[src/rtl/accumulator_control.sv]
// Multicycle Moore control unit for the 16-bit accumulator datapath.
// One 16-state FSM decodes IR[15:12] and sequences PC, memory, ACC/SP and ALU controls.
module accumulator_control (
  input  logic       CLK,
  input  logic       reset,
  input  logic [3:0] Opcode,
  input  logic       Stall,
  output logic       PCWrite,
  output logic       Branch,
  output logic       bneOrbeq,
  output logic       MemWrite,
  output logic       IRWrite,
  output logic       AccWrite,
  output logic       SpWrite,
  output logic [1:0] PCSrc,
  output logic [1:0] MemAddr,
  output logic [1:0] ALUSrcA,
  output logic [2:0] ALUSrcB,
  output logic [2:0] ALUOp,
  output logic [3:0] State,
  output logic       InstrDone,
  output logic       Illegal,
  output logic       Halted
);

  typedef enum logic [3:0] {
    StFetch   = 4'd0,
    StDecode  = 4'd1,
    StAddr    = 4'd2,
    StMemRd   = 4'd3,
    StAluExe  = 4'd4,
    StStore   = 4'd5,
    StImmExe  = 4'd6,
    StBranch  = 4'd7,
    StJump    = 4'd8,
    StSpDec   = 4'd9,
    StPushWr  = 4'd10,
    StPopAddr = 4'd11,
    StPopRd   = 4'd12,
    StPopWb   = 4'd13,
    StSpInc   = 4'd14,
    StHalt    = 4'd15
  } state_e;

  localparam logic [2:0] AluAdd   = 3'd0;
  localparam logic [2:0] AluSub   = 3'd1;
  localparam logic [2:0] AluPassB = 3'd4;
  localparam logic [2:0] AluPassA = 3'd5;

  localparam logic [1:0] SrcAPc  = 2'd0;
  localparam logic [1:0] SrcAAcc = 2'd1;
  localparam logic [1:0] SrcASp  = 2'd2;

  localparam logic [2:0] SrcBTwo = 3'd0;
  localparam logic [2:0] SrcBMdr = 3'd1;
  localparam logic [2:0] SrcBSe  = 3'd2;
  localparam logic [2:0] SrcBZe  = 3'd3;
  localparam logic [2:0] SrcBSl1 = 3'd4;

  localparam logic [1:0] AddrAluOut = 2'd1;
  localparam logic [1:0] PcAluOut   = 2'd1;
  localparam logic [1:0] PcJump     = 2'd2;

  state_e state_q, state_d;
  logic   op_illegal;

  assign op_illegal = (Opcode == 4'hC) || (Opcode == 4'hD) || (Opcode == 4'hE);

  always_comb begin
    state_d = state_q;
    unique case (state_q)
      StFetch:   state_d = Stall ? StFetch : StDecode;
      StDecode: begin
        unique case (Opcode)
          4'h0, 4'h1, 4'h2, 4'h3, 4'h4, 4'h5: state_d = StAddr;
          4'h6:                               state_d = StImmExe;
          4'h7, 4'h8:                         state_d = StBranch;
          4'h9:                               state_d = StJump;
          4'hA:                               state_d = StSpDec;
          4'hB:                               state_d = StPopAddr;
          4'hF:                               state_d = StHalt;
          default:                            state_d = StFetch;
        endcase
      end
      StAddr:    state_d = (Opcode == 4'h5) ? StStore : StMemRd;
      StMemRd:   state_d = StAluExe;
      StAluExe:  state_d = StFetch;
      StStore:   state_d = StFetch;
      StImmExe:  state_d = StFetch;
      StBranch:  state_d = StFetch;
      StJump:    state_d = StFetch;
      StSpDec:   state_d = StPushWr;
      StPushWr:  state_d = StFetch;
      StPopAddr: state_d = StPopRd;
      StPopRd:   state_d = StPopWb;
      StPopWb:   state_d = StSpInc;
      StSpInc:   state_d = StFetch;
      StHalt:    state_d = StHalt;
      default:   state_d = StFetch;
    endcase
  end

  always_ff @(posedge CLK or negedge reset) begin
    if (!reset) begin
      state_q <= StFetch;
    end else begin
      state_q <= state_d;
    end
  end

  // Outputs are gated by reset so an abort drops every strobe without waiting for a clock edge.
  always_comb begin
    PCWrite   = 1'b0;
    Branch    = 1'b0;
    bneOrbeq  = 1'b0;
    MemWrite  = 1'b0;
    IRWrite   = 1'b0;
    AccWrite  = 1'b0;
    SpWrite   = 1'b0;
    PCSrc     = 2'd0;
    MemAddr   = 2'd0;
    ALUSrcA   = 2'd0;
    ALUSrcB   = 3'd0;
    ALUOp     = 3'd0;
    InstrDone = 1'b0;
    Illegal   = 1'b0;
    Halted    = 1'b0;
    State     = state_q;
    if (reset) begin
      unique case (state_q)
        StFetch: begin
          if (!Stall) begin
            IRWrite = 1'b1;
            PCWrite = 1'b1;
            ALUSrcA = SrcAPc;
            ALUSrcB = SrcBTwo;
            ALUOp   = AluAdd;
          end
        end
        StDecode: begin
          ALUSrcA = SrcAPc;
          ALUSrcB = SrcBSl1;
          ALUOp   = AluAdd;
          Illegal = op_illegal;
        end
        StAddr: begin
          ALUSrcB = SrcBZe;
          ALUOp   = AluPassB;
        end
        StMemRd:   MemAddr = AddrAluOut;
        StAluExe: begin
          ALUSrcA   = SrcAAcc;
          ALUSrcB   = SrcBMdr;
          AccWrite  = 1'b1;
          InstrDone = 1'b1;
          ALUOp     = (Opcode == 4'h4) ? AluPassB : {1'b0, Opcode[1:0]};
        end
        StStore, StPushWr: begin
          MemAddr   = AddrAluOut;
          MemWrite  = 1'b1;
          InstrDone = 1'b1;
        end
        StImmExe: begin
          ALUSrcA   = SrcAAcc;
          ALUSrcB   = SrcBSe;
          ALUOp     = AluAdd;
          AccWrite  = 1'b1;
          InstrDone = 1'b1;
        end
        StBranch: begin
          ALUSrcA   = SrcAAcc;
          ALUOp     = AluPassA;
          Branch    = 1'b1;
          bneOrbeq  = Opcode[3];
          PCSrc     = PcAluOut;
          InstrDone = 1'b1;
        end
        StJump: begin
          PCSrc     = PcJump;
          PCWrite   = 1'b1;
          InstrDone = 1'b1;
        end
        StSpDec: begin
          ALUSrcA = SrcASp;
          ALUSrcB = SrcBTwo;
          ALUOp   = AluSub;
          SpWrite = 1'b1;
        end
        StPopAddr: begin
          ALUSrcA = SrcASp;
          ALUOp   = AluPassA;
        end
        StPopRd:   MemAddr = AddrAluOut;
        StPopWb: begin
          ALUSrcB  = SrcBMdr;
          ALUOp    = AluPassB;
          AccWrite = 1'b1;
        end
        StSpInc: begin
          ALUSrcA   = SrcASp;
          ALUSrcB   = SrcBTwo;
          ALUOp     = AluAdd;
          SpWrite   = 1'b1;
          InstrDone = 1'b1;
        end
        StHalt:    Halted = 1'b1;
        default: ;
      endcase
    end
  end

endmodule

[config.mk]
export PLATFORM = sky130hd
export DESIGN_NAME = accumulator_control
export DESIGN_NICKNAME = d
export VERILOG_FILES = /design/src/rtl/accumulator_control.sv
export SDC_FILE = /design/constraint.sdc
export NUM_CORES = 1
export LEC_CHECK = 0
export CORE_MARGIN = 1.5
export CORE_UTILIZATION = 44
export CTS_BUF_LIST = sky130_fd_sc_hd__clkbuf_16
export DETAILED_ROUTE_END_ITERATION = 12
export GPL_TIMING_DRIVEN = 0
export PLACE_DENSITY = 0.84
export SETUP_SLACK_MARGIN = 0.05
export SLEW_MARGIN = 20
export SYNTH_ARGS = -nofsm -noshare
export SYNTH_HDL_FRONTEND = slang
export SYNTH_SLANG_ARGS = --single-unit
[constraint.sdc]
create_clock -name CLK -period 3.9 [get_ports CLK]
set_input_delay 0.585 -clock CLK [delete_from_list [all_inputs] [get_ports CLK]]
set_output_delay 0.585 -clock CLK [all_outputs]
set_load 0.03 [all_outputs]
======== Yosys cells after proc, flatten, opt, wreduce, memory -nomap -nowiden ========
Memory sizes are Yosys's and may differ from the RTL's.
Index checks and enable logic that the tools add are counted.
storage, ports and cells
  bits in registers ....................... 4
  bits in latches ......................... 0
  bits in writable memories ............... 0
  memory bits (read-only) ................. 64
  output and inout port bits .............. 26
  memories kept ........................... 1
operators by class
  add/subtract/negate cells ............... 0
  multiply operators ...................... 0
  div/mod/pow operators ................... 0
  $lt $le $gt $ge ......................... 0
  equal/unequal tests ..................... 20
  shift-type cells ........................ 0
  multiplexer cells ....................... 35
  bitwise logic cells ..................... 0
  reduce and logical (&&, ||, !) cells .... 13
memories
  memory           depth  width  read ports  clocked after memory_dff  wr ports  RTL line  text
  (no name shown)  16     4      1           0                         0         74        unique case (Opcode)
operator list
  operator                                                               count
  4-bit equality test, second input constant                             11
  4-bit one-hot mux with 10 select lines                                 1
  4-bit by 3-bit equality test with 1-bit output, second input constant  6
  3-bit one-hot mux with 4 select lines                                  2
  1-bit 2-to-1 mux                                                       23
  3-bit 2-to-1 mux                                                       4
  2-bit OR reduction                                                     5
  3-bit OR reduction                                                     3
  4-bit by 2-bit equality test with 1-bit output, second input constant  2
  2-bit one-hot mux with 2 select lines                                  2
  7-bit OR reduction                                                     1
  4-bit by 1-bit equality test with 1-bit output, second input constant  1
  4-bit zero test                                                        1
  2-bit 2-to-1 mux                                                       2
  4-bit OR reduction                                                     1
  1-bit logical OR                                                       2
  1-bit one-hot mux with 2 select lines                                  1

======== Longest topological paths before layout ========
  depth after elaboration ................. 5
  gate-level depth with buffers ........... 6
  gate-level depth less buffers ........... 6

======== Least setup slack after synthesis ========
OpenSTA, ideal clock, no wires.
  path kind ............................... reg-to-output
  start ................................... reg state_q[0] (netlist: State[0])
  end ..................................... out IRWrite
  arrival time ............................ 1,785 ps
  required time ........................... 3,315 ps
  setup slack ............................. 1,530 ps
  stages on the path, launching flop included .. 4
  buffers on the path ..................... 1
  cells stage by stage .................... dfrtp_1 > buf_6 > or3b_4 > nor3_1
on the way
  cells in the longest elaborated chain, start to end .. 3
RTL lines
  item                    RTL line  text
  start, declared         64        state_e state_q, state_d;
  start signal, assigned  105       state_q <= StFetch;
  start signal, assigned  107       state_q <= state_d;
  4-bit zero test         130       unique case (state_q)
  1-bit 2-to-1 mux        130
  1-bit 2-to-1 mux        129       if (reset) begin
  end, declared           12        output logic IRWrite,
No other way between the ends.

======== Worst setup path after layout ========
  start ................................... in reset
  end ..................................... out ALUOp[1]
on the way
  cells in the longest elaborated chain, start to end .. 1
RTL lines
  item              RTL line  text
  start, declared   5         input logic reset,
  3-bit 2-to-1 mux  129
  end, declared     19        output logic [2:0] ALUOp,
No other way between the ends.

==> flow_summary.json <==
{
  "status": "complete, no violations",
  "worst_setup_path_start_kind": "input pin",
  "r2r_cells": 4,
  "postSynthCellCount": 102,
  "netlist_area_um2": 727,
  "tritoncts": "yes",
  "clockRootBuffer": "clkbuf_16",
  "grt.total_usage_pct": 26.2,
  "power_mw": 0.237,
  "grt_pass1_wl_mm": 3.77,
  "htreeDepth": 1,
  "dpl.cell_count": 149,
  "crit_start": "reset",
  "grt_pass1_vias": 785,
  "min_path_type": "in2async",
  "hold_viol_final": 0,
  "worst-setup-path-type": "in2out",
  "cts_resized": 0,
  "arrival_ps": 2780,
  "dr.pass1.iters": 4,
  "dr_total_vias": 908,
  "die_y_um": 43.6,
  "period_share_pct": 86.3,
  "ys_ff_latch": 4,
  "die-area_mm2": 0.00190,
  "crit_required_ps": 3310,
  "synth_edf_count": 0,
  "post_drt_wl_per_cell_um": 14.9,
  "design_area_mm2": 0.00113,
  "clk_latency_ps": 230,
  "core_area_mm2": 0.00152,
  "antenna_cells": 0,
  "drc": 0,
  "dp_slack_ps": 538,
  "io_pins": 33,
  "grt_start_max_net_pins": 11,
  "yosysSeqAreaShare_pct": 13.8,
  "p_leak_nw": 0.446,
  "cts_buffers": 3,
  "antenna_left": 0,
  "drv_slew": 0,
  "maxCapViolCount": 0,
  "clock.fmax_mhz": 297,
  "gr-total-overflow": 0,
  "place.port_buffers": 31,
  "peakVddDrop_mv": 0.240,
  "holdWs_ps": 635,
  "instances_no_fill": 152,
  "postSynth.asyncResetShare_pct": 100,
  "setup_slack_ps": 534,
  "postCtsHoldBufs": 0,
  "via_per_inst": 5.97,
  "worst_r2r_endpoint": "State[2]$_DFF_PN0_",
  "clock_skew_ps": 4.22,
  "fp.dieW_um": 43.6,
  "gp_congestion": 0.842,
  "finalSetupViolCount": 0,
  "routed_wl_mm": 2.26,
  "placed_area_mm2": 0.00106,
  "layout.nets": 149,
  "cts.sink_count": 4,
  "r2r-start": "State[2]$_DFF_PN0_",
  "row_count": 14,
  "ys_warn_count": 0,
  "place_hpwl_mm": 1.67,
  "pwr_density_cell_mw_per_mm2": 209,
  "regToRegSetupSlack_ps": 2530,
  "clock_path_buffers": 2,
  "drive_above_1_share_pct": 10.3,
  "fin_tns_setup_ps": 0,
  "crit_fanout": 9,
  "area.growth.synth_to_final_pct": 55.8,
  "endpoint": "ALUOp[1]",
  "setup.worst_path.end_class": "output pin",
  "syn-num-nets": 113,
  "drt_iter0_drc": 37,
  "rsz0062_at_grt": "no",
  "min_period_ps": 3370,
  "final_util_pct": 74.3,
  "largest_reg_flops": 4,
  "synth_area_per_cell_um2": 7.13,
  "yosysUniqueCellTypes": 41,
  "post_cts_buffers": 0,
  "antenna_found_initial": 0,
  "start_util_pct": 47.7,
  "synthFlopType": "dfrtp_1",
  "clk_pin_slew_ps": 30
}
[Yosys cell counts, types with 3 or more instances]
master | count | share of area [%]
dfrtp_1 | 4 | 14
nor2_1 | 9 | 4.6
nor3_1 | 3 | 2.1
ha_1 | 4 | 6.9
nand3_1 | 3 | 2.1
nor2b_1 | 10 | 8.6
buf_2 | 3 | 2.1
and3_1 | 4 | 3.4
nand2_1 | 12 | 6.2
nand2b_1 | 6 | 5.2
a21oi_1 | 5 | 3.4
o21ai_1 | 3 | 2.1
[layout make-up]
type | count | area (um2)
multi-input combinational | 88 | 571
fill | 121 | 392
tap | 16 | 20.0
timing repair buffer | 31 | 310
clock buffer | 3 | 75.1
buffer | 8 | 48.8
inverter | 2 | 7.51
sequential | 4 | 100
[worst max-delay path, stage by stage]
cell and delay (ps):
clkdlybuf4s50_1 680, or3b_4 470, a2111oi_4 320, clkdlybuf4s50_1 720
[logic make-up (layout without fill, tap and decap cells)]
family / count (synthesis) / in the layout / synth area share (%)
DFF: 4 / 4 / 13.8
buffers and inverters: 10 / 44 / 7.74
AOI/OAI and AO/OA: 27 / 27 / 28.7
xor gates and xnor gates: 1 / 1 / 1.21
and+or+nand+nor: 55 / 55 / 41.1
other: 1 / 1 / 0.516
adders and majority gates: 4 / 4 / 6.88
[where the power goes]
| part | leakage [nW] | total [mW] | internal (mW) | switching, mW |
|---|---|---|---|---|
| sequential | 0.0350 | 0.0418 | 0.0418 | 0 |
| clock | 0.0370 | 0.164 | 0.131 | 0.0330 |
| combinational | 0.374 | 0.0307 | 0.0136 | 0.0171 |
| total | 0.446 | 0.237 | 0.187 | 0.0501 |
[worst min path at each step]
stage	end	slack [ps]
floorplan	State[0]$_DFF_PN0_	290
global placement	State[0]$_DFF_PN0_	730
detailed placement	State[0]$_DFF_PN0_	730
CTS	State[1]$_DFF_PN0_	640
global route	State[1]$_DFF_PN0_	660
finish	State[1]$_DFF_PN0_	630
[placed cells by master (no fill, tap or decap), drive strengths merged, types with 3 or more instances in the layout]
master,synthesis,routed
clkdlybuf4s50,0,31
nand2,12,12
nor2b,10,10
nor2,9,9
nand2b,6,6
buf,6,6
a21oi,5,5
o21ai,5,5
clkbuf,2,5
dfrtp,4,4
and3,4,4
ha,4,4
nand3,3,3
nor3,3,3
[routing by layer]
layer	vias to the layer above	GRT usage (%)	share of wire [%]
li1	434	-	-
met1	420	34.4	41
met2	52	42.9	51
met3	2	3.75	7.4
met4	0	10.3	0.49
met5	-	0	0
No activity file was read; power rests on OpenSTA's default activity.
